$ cat config.mk
export PLATFORM = sky130hd
export DESIGN_NAME = upload_scheduler
export DESIGN_NICKNAME = d
export VERILOG_FILES = /design/src/rtl/upload_scheduler.sv
export SDC_FILE = /design/constraint.sdc
export NUM_CORES = 1
export LEC_CHECK = 0
export ABC_AREA = 1
export ABC_CLOCK_PERIOD_IN_PS = 4000
export BUFFER_PORTS_ARGS = -buffer_cell sky130_fd_sc_hd__buf_4
export CORE_AREA = 3 3 113 115
export DETAILED_ROUTE_END_ITERATION = 10
export DIE_AREA = 0 0 116 118
export PLACE_DENSITY = 0.51
export REMOVE_ABC_BUFFERS = 1
export SLEW_MARGIN = 20
export SYNTH_ARGS = -nofsm -noshare
export SYNTH_HDL_FRONTEND = slang
export SYNTH_SLANG_ARGS = --single-unit
$ cat constraint.sdc
create_clock -name CLK_10M -period 4 [get_ports CLK_10M]
set_clock_uncertainty 0.1 [all_clocks]
set_input_delay 0.8 -clock CLK_10M [delete_from_list [all_inputs] [get_ports CLK_10M]]
set_output_delay 0.8 -clock CLK_10M [all_outputs]
set_load 0.05 [all_outputs]
$ cat src/rtl/upload_scheduler.sv
// ---------------------------------------------------------------------------
// upload_scheduler
//   Tracks rotor position from the encoder and schedules uploads to the LED
//   shifter. Each slice boundary requests a grayscale upload of that slice.
//   A control upload is requested after reset, on the home index, after
//   every CTRL_REFRESH grayscale uploads, and after a shifter timeout.
//
// Ports
//   CLK_10M       in   sole clock, rising edge
//   nReset        in   asynchronous active-low reset
//   ENC_ABS_HOME  in   asynchronous encoder home index
//   ENC_360       in   asynchronous encoder pulse train
//   enable        in   permits new uploads to start
//   shift_done    in   one-cycle completion pulse from the shifter
//   clr_flags     in   clears overrun and timeout
//   shift_start   out  one-cycle upload request
//   shift_sel     out  0 = grayscale, 1 = control (held during the upload)
//   shift_slice   out  slice to upload (held during the upload)
//   slice_idx     out  current rotor slice
//   busy          out  waiting for the shifter
//   overrun       out  sticky: a pending slice was replaced before upload
//   timeout       out  sticky: shift_done did not arrive in time
// ---------------------------------------------------------------------------
module upload_scheduler #(
    parameter int SLICES       = 30,
    parameter int SLICE_DIV    = 12,
    parameter int CTRL_REFRESH = 10,
    parameter int TIMEOUT      = 4096
) (
    input  logic       CLK_10M,
    input  logic       nReset,
    input  logic       ENC_ABS_HOME,
    input  logic       ENC_360,
    input  logic       enable,
    input  logic       shift_done,
    input  logic       clr_flags,
    output logic       shift_start,
    output logic       shift_sel,
    output logic [7:0] shift_slice,
    output logic [7:0] slice_idx,
    output logic       busy,
    output logic       overrun,
    output logic       timeout
);

    localparam int EW = (SLICE_DIV > 1) ? $clog2(SLICE_DIV) : 1;
    localparam int GW = $clog2(CTRL_REFRESH + 1);
    localparam int WW = (TIMEOUT > 1) ? $clog2(TIMEOUT) : 1;

    typedef enum logic [2:0] {
        IDLE,
        ARMED,
        CTRL_REQ,
        CTRL_WAIT,
        GS_REQ,
        GS_WAIT
    } state_t;

    state_t state_q, state_d;

    // Synchronizers: [0],[1] resynchronise, [2] holds the previous value
    // for edge detection; the tick itself is registered.
    logic [2:0] home_sync_q, enc_sync_q;
    logic       home_tick_q, enc_tick_q;

    logic [EW-1:0] edge_cnt_q, edge_cnt_d;
    logic [7:0]    slice_idx_q, slice_idx_d;
    logic          slice_pend_q, slice_pend_d;
    logic [7:0]    pend_idx_q, pend_idx_d;
    logic          ctrl_pend_q, ctrl_pend_d;
    logic [GW-1:0] gs_cnt_q, gs_cnt_d;
    logic [WW-1:0] wait_cnt_q, wait_cnt_d;
    logic          overrun_q, overrun_d;
    logic          timeout_q, timeout_d;

    logic          shift_start_q, shift_start_d;
    logic          shift_sel_q, shift_sel_d;
    logic [7:0]    shift_slice_q, shift_slice_d;

    logic       home_ev, enc_ev, boundary, slice_ev;
    logic       in_wait, in_req, wait_done, wait_expire;
    logic [7:0] next_idx;

    always_ff @(posedge CLK_10M or negedge nReset) begin
        if (!nReset) begin
            home_sync_q <= '0;
            enc_sync_q  <= '0;
            home_tick_q <= 1'b0;
            enc_tick_q  <= 1'b0;
        end else begin
            home_sync_q <= {home_sync_q[1:0], ENC_ABS_HOME};
            enc_sync_q  <= {enc_sync_q[1:0], ENC_360};
            home_tick_q <= home_sync_q[1] & ~home_sync_q[2];
            enc_tick_q  <= enc_sync_q[1] & ~enc_sync_q[2];
        end
    end

    // Home takes precedence; a coincident encoder tick is discarded.
    assign home_ev  = home_tick_q;
    assign enc_ev   = enc_tick_q & ~home_tick_q;
    assign boundary = enc_ev && (edge_cnt_q == EW'(SLICE_DIV - 1));
    assign slice_ev = home_ev | boundary;
    assign next_idx = home_ev ? '0 :
                      (slice_idx_q == 8'(SLICES - 1)) ? '0 : slice_idx_q + 8'd1;

    assign in_wait     = (state_q == CTRL_WAIT) || (state_q == GS_WAIT);
    assign in_req      = (state_q == CTRL_REQ) || (state_q == GS_REQ);
    assign wait_done   = in_wait && shift_done;
    assign wait_expire = in_wait && !shift_done && (wait_cnt_q == WW'(TIMEOUT - 1));

    always_comb begin
        edge_cnt_d   = edge_cnt_q;
        slice_idx_d  = slice_idx_q;
        slice_pend_d = slice_pend_q;
        pend_idx_d   = pend_idx_q;
        ctrl_pend_d  = ctrl_pend_q;
        gs_cnt_d     = gs_cnt_q;
        wait_cnt_d   = wait_cnt_q;
        overrun_d    = overrun_q;
        timeout_d    = timeout_q;

        if (clr_flags) begin
            overrun_d = 1'b0;
            timeout_d = 1'b0;
        end

        if (home_ev) begin
            edge_cnt_d  = '0;
            slice_idx_d = '0;
        end else if (enc_ev) begin
            if (boundary) begin
                edge_cnt_d  = '0;
                slice_idx_d = next_idx;
            end else begin
                edge_cnt_d = edge_cnt_q + EW'(1);
            end
        end

        // The GS_REQ clear comes first so a boundary in the same cycle
        // re-arms slice_pend without counting as an overrun.
        if (state_q == GS_REQ)
            slice_pend_d = 1'b0;
        if (slice_ev && enable) begin
            if (slice_pend_q && (state_q != GS_REQ))
                overrun_d = 1'b1;
            slice_pend_d = 1'b1;
            pend_idx_d   = next_idx;
        end

        if ((state_q == CTRL_WAIT) && shift_done)
            ctrl_pend_d = 1'b0;
        if ((state_q == GS_WAIT) && shift_done) begin
            if (gs_cnt_q == GW'(CTRL_REFRESH - 1)) begin
                gs_cnt_d    = '0;
                ctrl_pend_d = 1'b1;
            end else begin
                gs_cnt_d = gs_cnt_q + GW'(1);
            end
        end
        if (wait_expire) begin
            timeout_d   = 1'b1;
            ctrl_pend_d = 1'b1;
        end
        if (home_ev)
            ctrl_pend_d = 1'b1;

        if (in_req)
            wait_cnt_d = '0;
        else if (in_wait)
            wait_cnt_d = wait_cnt_q + WW'(1);
    end

    always_comb begin
        state_d = state_q;
        case (state_q)
            IDLE:      if (enable) state_d = ARMED;
            ARMED: begin
                if (!enable)           state_d = IDLE;
                else if (ctrl_pend_q)  state_d = CTRL_REQ;
                else if (slice_pend_q) state_d = GS_REQ;
            end
            CTRL_REQ:  state_d = CTRL_WAIT;
            GS_REQ:    state_d = GS_WAIT;
            CTRL_WAIT: if (wait_done || wait_expire) state_d = ARMED;
            GS_WAIT:   if (wait_done || wait_expire) state_d = ARMED;
            default:   state_d = IDLE;
        endcase
    end

    // Request outputs are registered, so shift_start appears in the first
    // WAIT cycle and sel/slice stay put until the next request.
    always_comb begin
        shift_start_d = 1'b0;
        shift_sel_d   = shift_sel_q;
        shift_slice_d = shift_slice_q;
        case (state_q)
            CTRL_REQ: begin
                shift_start_d = 1'b1;
                shift_sel_d   = 1'b1;
            end
            GS_REQ: begin
                shift_start_d = 1'b1;
                shift_sel_d   = 1'b0;
                shift_slice_d = pend_idx_q;
            end
            default: ;
        endcase
    end

    always_ff @(posedge CLK_10M or negedge nReset) begin
        if (!nReset) begin
            state_q       <= IDLE;
            edge_cnt_q    <= '0;
            slice_idx_q   <= '0;
            slice_pend_q  <= 1'b0;
            pend_idx_q    <= '0;
            ctrl_pend_q   <= 1'b1;
            gs_cnt_q      <= '0;
            wait_cnt_q    <= '0;
            overrun_q     <= 1'b0;
            timeout_q     <= 1'b0;
            shift_start_q <= 1'b0;
            shift_sel_q   <= 1'b0;
            shift_slice_q <= '0;
        end else begin
            state_q       <= state_d;
            edge_cnt_q    <= edge_cnt_d;
            slice_idx_q   <= slice_idx_d;
            slice_pend_q  <= slice_pend_d;
            pend_idx_q    <= pend_idx_d;
            ctrl_pend_q   <= ctrl_pend_d;
            gs_cnt_q      <= gs_cnt_d;
            wait_cnt_q    <= wait_cnt_d;
            overrun_q     <= overrun_d;
            timeout_q     <= timeout_d;
            shift_start_q <= shift_start_d;
            shift_sel_q   <= shift_sel_d;
            shift_slice_q <= shift_slice_d;
        end
    end

    assign shift_start = shift_start_q;
    assign shift_sel   = shift_sel_q;
    assign shift_slice = shift_slice_q;
    assign slice_idx   = slice_idx_q;
    assign busy        = in_wait;
    assign overrun     = overrun_q;
    assign timeout     = timeout_q;

endmodule

=== Word-level counts from Yosys, hierarchy flattened ===
Cells that the tools add are included.

* Add/sub/neg operators: 4
* $mul: 0
* Divide/modulo/power cells: 0
* Magnitude comparators: 0
* Equality and inequality tests: 13
* Shifts and indexed selects: 0
* Mux-type cells: 31
* Bitwise operators: 7
* Reduce and logical (&&, ||, !) cells: 23

{| class="wikitable"
|+ Operators with widths
! kind !! number
|-
| $mux 8 || 5
|-
| $mux 12 || 2
|-
| $mux 4 || 4
|-
| $mux 3 || 5
|-
| $pmux 3 s5 || 1
|-
| $mux 1 || 13
|-
| $add 12x1->12 const B || 1
|-
| $eq 12x12->1 const B || 1
|-
| $reduce_bool 2->1 || 6
|-
| $add 4x1->4 const B || 2
|-
| $add 8x1->8 const B || 1
|-
| $eq 4x4->1 const B || 2
|-
| $eq 8x5->1 const B || 1
|-
| $logic_and 1x1->1 || 8
|-
| $eq 3x2->1 const B || 2
|-
| $eq 3x3->1 const B || 2
|-
| $ne 4x4->1 const B || 1
|-
| $reduce_or 2->1 || 2
|-
| $and 1x1->1 || 3
|-
| $eq 3x1->1 const B || 1
|-
| $logic_not 3->1 || 1
|-
| $logic_or 1x1->1 || 3
|-
| $ne 3x3->1 const B || 1
|-
| $not 1->1 || 3
|-
| 7 further kinds || 7
|}

* Flip-flop bits (word level): 61
* Latch bits: 0
* RAM bits: 0
* Memory bits (read-only): 0
* Input port bits: 7
* Output and inout bits: 21
* Logic and storage cells: 95
* Memories: 0

=== Longest topological paths before layout ===
* Depth in word-level cells: 7
* Gate-level depth with buffers: 9
* Mapped depth without buffers: 8

=== Worst setup path before layout ===
No wires, ideal clock.

* Path type: reg-to-output
* Start point: reg state_q[1]
* End point: out busy
* Arrival time: 0.860 ns
* Required time: 3.100 ns
* Path slack: 2.240 ns
* Cell stages (with the launch flop): 5
* Path buffers: 1
* Cell sequence: dfrtp_1 -> inv_1 -> nand3_2 -> nand2_4 -> buf_12

* Longest elaborated chain between the ends: 2
* Elaborated cells between the ends (all ways): 3
* Classes of those cells: eq/ne: 2; reduce/logical: 1

{| class="wikitable"
|+ Ends and longest elaborated chain
! what !! RTL line !! text
|-
| start, declared || 59 || <nowiki>state_t state_q, state_d;</nowiki>
|-
| start signal, assigned || 226 || <nowiki>state_q <= state_d;</nowiki>
|-
| $eq 3x2->1 / $eq 3x3->1 (equally long branches) || 106 || <nowiki>assign in_wait = (state_q == CTRL_WAIT) || (state_q == GS_WAIT);</nowiki>
|-
| $logic_or 1x1->1 * || 106 ||
|-
| end, declared || 41 || <nowiki>output logic busy,</nowiki>
|}

Every way passes the cells marked *; elsewhere a longest branch is shown, timed or not.

=== Worst setup path in the final report ===
* Start point: reg state_q[2]
* End point: out busy

The elaborated chain is that of the path after synthesis.

==> out/metrics.csv <==
stage;metric;value;unit
status;status;finished, final reports clean;
placement;hpwl;4170;µm
timing;setup_viol_count_final;0;
logic_synthesis;yosysUniqueCellTypes;34;
clocking;cts_made_buffers;9;
placement;place.gp.congestion;0.776;
power_and_ir_drop;peakVddDrop;0.175;mV
placement;io_buffers;27;
timing;slew-limit-headroom;47.3;%
power_and_ir_drop;p_sw_share;33.5;%
grt;first_global_vias;2193;
timing;hold_viol_final;0;
power_and_ir_drop;power_density;641;nW/µm²
critical_path;worst_setup_path_startpoint;state_q[2];
timing;slew_violations;0;
clocking;postCtsSetupRepairBufs;0;
job;cap_violations;0;
drt;dr_wl_met2;2680;µm
drt;wire_per_inst;11.9;µm
clocking;hold_buffers;0;
critical_path;required;3.10;ns
logic_synthesis;yosys_warnings;0;
drt;drt_wl_total;6070;µm
timing;fmax;429;MHz
drt;drtIter0Drc;113;
clocking;cts.sinks;61;
power_and_ir_drop;switchingPower;775;µW
drt;top_layer;met4;
clocking;root_buffer;clkbuf_16;
drt;num_vias;2185;
clocking;h-tree-depth;3;
floorplanning;coreArea;11900;µm²
timing;rsz0062_at_grt;no;
power_and_ir_drop;p_seq_share;35.4;%
power_and_ir_drop;finalPower;2.31;mW
floorplanning;ios;28;
timing;tightest_slew;0.791;ns
logic_synthesis;synth.largest_area_cell;dfrtp_1;
timing;final.period_utilization;58.2;%
critical_path;arrival;1.43;ns
grt;gr-usage-all-layers;9.88;%
timing;layout_min_cycle_time;2.33;ns
critical_path;r2r_setup_slack;2.26;ns
floorplanning;die_w;116;µm
clocking;cts_tree;done;
logic_synthesis;post-synth-top-area-fraction;51.5;%
critical_path;crit_type;reg -> out;
floorplanning;dieArea;13700;µm²
logic_synthesis;syn_avg_cell_area;8.98;µm²
timing;setup_tns;0;ns
logic_synthesis;ys_top_cells_by_area;dfrtp_1, nand2_1, nor2_1;
drt;m1WireLength;3030;µm
logic_synthesis;syn_inst;325;
clocking;cts_max_path_buffers;2;
layout;layout-drive-gt1-share;19.0;%
power_and_ir_drop;p_clk_share;38.5;%
drt;final_antenna_net_count;0;
critical_path;path_buf_inv;2;
logic_synthesis;async_flop_share;100;%
floorplanning;initial_core_util;24.5;%
critical_path;cp-start-kind;register;
critical_path;reg2reg_depth;8;
logic_synthesis;synth_edf_count;0;
drt;wl_met3;282;µm
clocking;cts_resized;0;
min_path;worstHoldEndpoint;home_sync_q[1];
min_path;min_from;home_sync_q[0];
logic_synthesis;synth_common_cells;nand2_1, dfrtp_1, nor2_1, inv_1, o21ai_0;
logic_synthesis;synth_top_flop_cell;dfrtp_1;
clocking;clk_pin_slew;0.05;ns
critical_path;end_kind;output pin;
power_and_ir_drop;cellLeakagePower;1.75;nW
power_and_ir_drop;p_int;1.54;mW
layout;nets;370;
critical_path;r2r_start;wait_cnt_q[0];
critical_path;crit_fanout;12;
clocking;clkLatencyLatePin;0.32;ns
min_path;hold_class;reg -> reg;
logic_synthesis;synth_most_common_cell;nand2_1;
grt;overflow;0;
drt;firstDrtPassIters;4;
grt;grt_pass1_wl;10700;µm
logic_synthesis;yosysSeqAreaShare;52.4;%
floorplanning;fp.dieH;118;µm
critical_path;critical-path-top-delay-family;flip-flops;
logic_synthesis;synthesis.area;2920;µm²
min_path;hold-path-cell-count;0;
critical_path;cp_slowest_cell;dfrtp_1;
layout;num_antenna_cells;0;
layout;areaGrowthSynthToFinish;23.5;%
critical_path;worst_r2r_endpoint;state_q[0];
grt;antenna_found_initial;0;
logic_synthesis;ys_ff_latch;61;
drt;drc;0;
power_and_ir_drop;combPwrFrac;26.2;%
critical_path;critPathMaxStageDelay;0.45;ns
grt;grt_max_degree;62;
critical_path;crit_chain;inv_2 > nand3_2 > nand2_4 > buf_4;
floorplanning;row_count;40;
drt;routed_via_density;4.28;
[power groups by stage]
stage	sequential, mW	clock, mW	combinational [mW]
3_3_place_gp	0.823	0	0.607
2_1_floorplan	0.903	0	0.352
4_1_cts	0.817	0.924	0.614
6_report	0.817	0.890	0.605
5_1_grt	0.837	0.956	0.683
3_5_place_dp	0.825	0	0.613
[state kept, by name, summed over array words and instances (netlist names), 3 cells and up]
signal       count
edge_cnt_q       4
enc_sync_q       3
gs_cnt_q         4
home_sync_q      3
pend_idx_q       8
shift_slice      8
slice_idx        8
state_q          3
wait_cnt_q      12
[worst max-delay path by stage]
| stage | to | cells past startpoint |
|---|---|---|
| 2_1_floorplan | busy | 3 |
| 3_3_place_gp | busy | 4 |
| 3_5_place_dp | busy | 4 |
| 4_1_cts | busy | 4 |
| 5_1_grt | busy | 4 |
| 6_report | busy | 4 |
[final cells by class]
type | instances | area [µm²]
clock inverter | 4 | 95.1
clock buffer | 12 | 246
timing repair buffer | 27 | 203
fill | 1262 | 8310
sequential | 61 | 1530
inverter | 34 | 130
multi-input combinational | 226 | 1220
tap | 147 | 184
[through the flow]
stage	hold slack (ns)	cell area (µm²)	util, %	worst slack, ns	instances
global placement	0.236	3260	27.4	2.05	495
detailed placement	0.239	3260	27.4	2.03	495
CTS	0.252	3600	30.3	1.66	511
global route	0.261	3600	30.3	1.61	511
floorplan	0.231	2880	-	2.26	321
finish	0.250	3600	30.3	1.67	511
[cells by family (layout without fill, tap and decap cells)]
| kind of cell | Yosys count | in the layout | synth area share, % |
|---|---|---|---|
| xor gates and xnor gates | 6 | 6 | 1.80 |
| and+or+nand+nor | 173 | 173 | 27.4 |
| muxes | 8 | 8 | 3.99 |
| buffers and inverters | 38 | 77 | 5.87 |
| AOI/OAI and AO/OA | 35 | 35 | 6.86 |
| adders and majority gates | 4 | 4 | 1.72 |
| DFF | 61 | 61 | 52.4 |
[layout by cell type, fill, tap and decap left out, drive strengths merged]
cell,instances
bufinv,3
o21ai,25
nor3,1
xor2,6
ha,4
nand3,26
inv,34
a21oi,4
dfstp,1
nand2b,1
clkbuf,12
nand4,10
a31oi,1
clkinv,1
nand2,90
a22o,1
o21a,1
mux2,8
a21o,1
a211oi,1
o22ai,1
nor2,42
buf,27
dfrtp,60
nand3b,3
[layer usage]
layer,vias up,GRT usage [%]
li1,1124,-
met1,1024,13.5
met2,31,14.1
met3,6,3.86
met4,0,3.55
met5,-,0
Note: power is estimated with default switching activity, not from simulation.
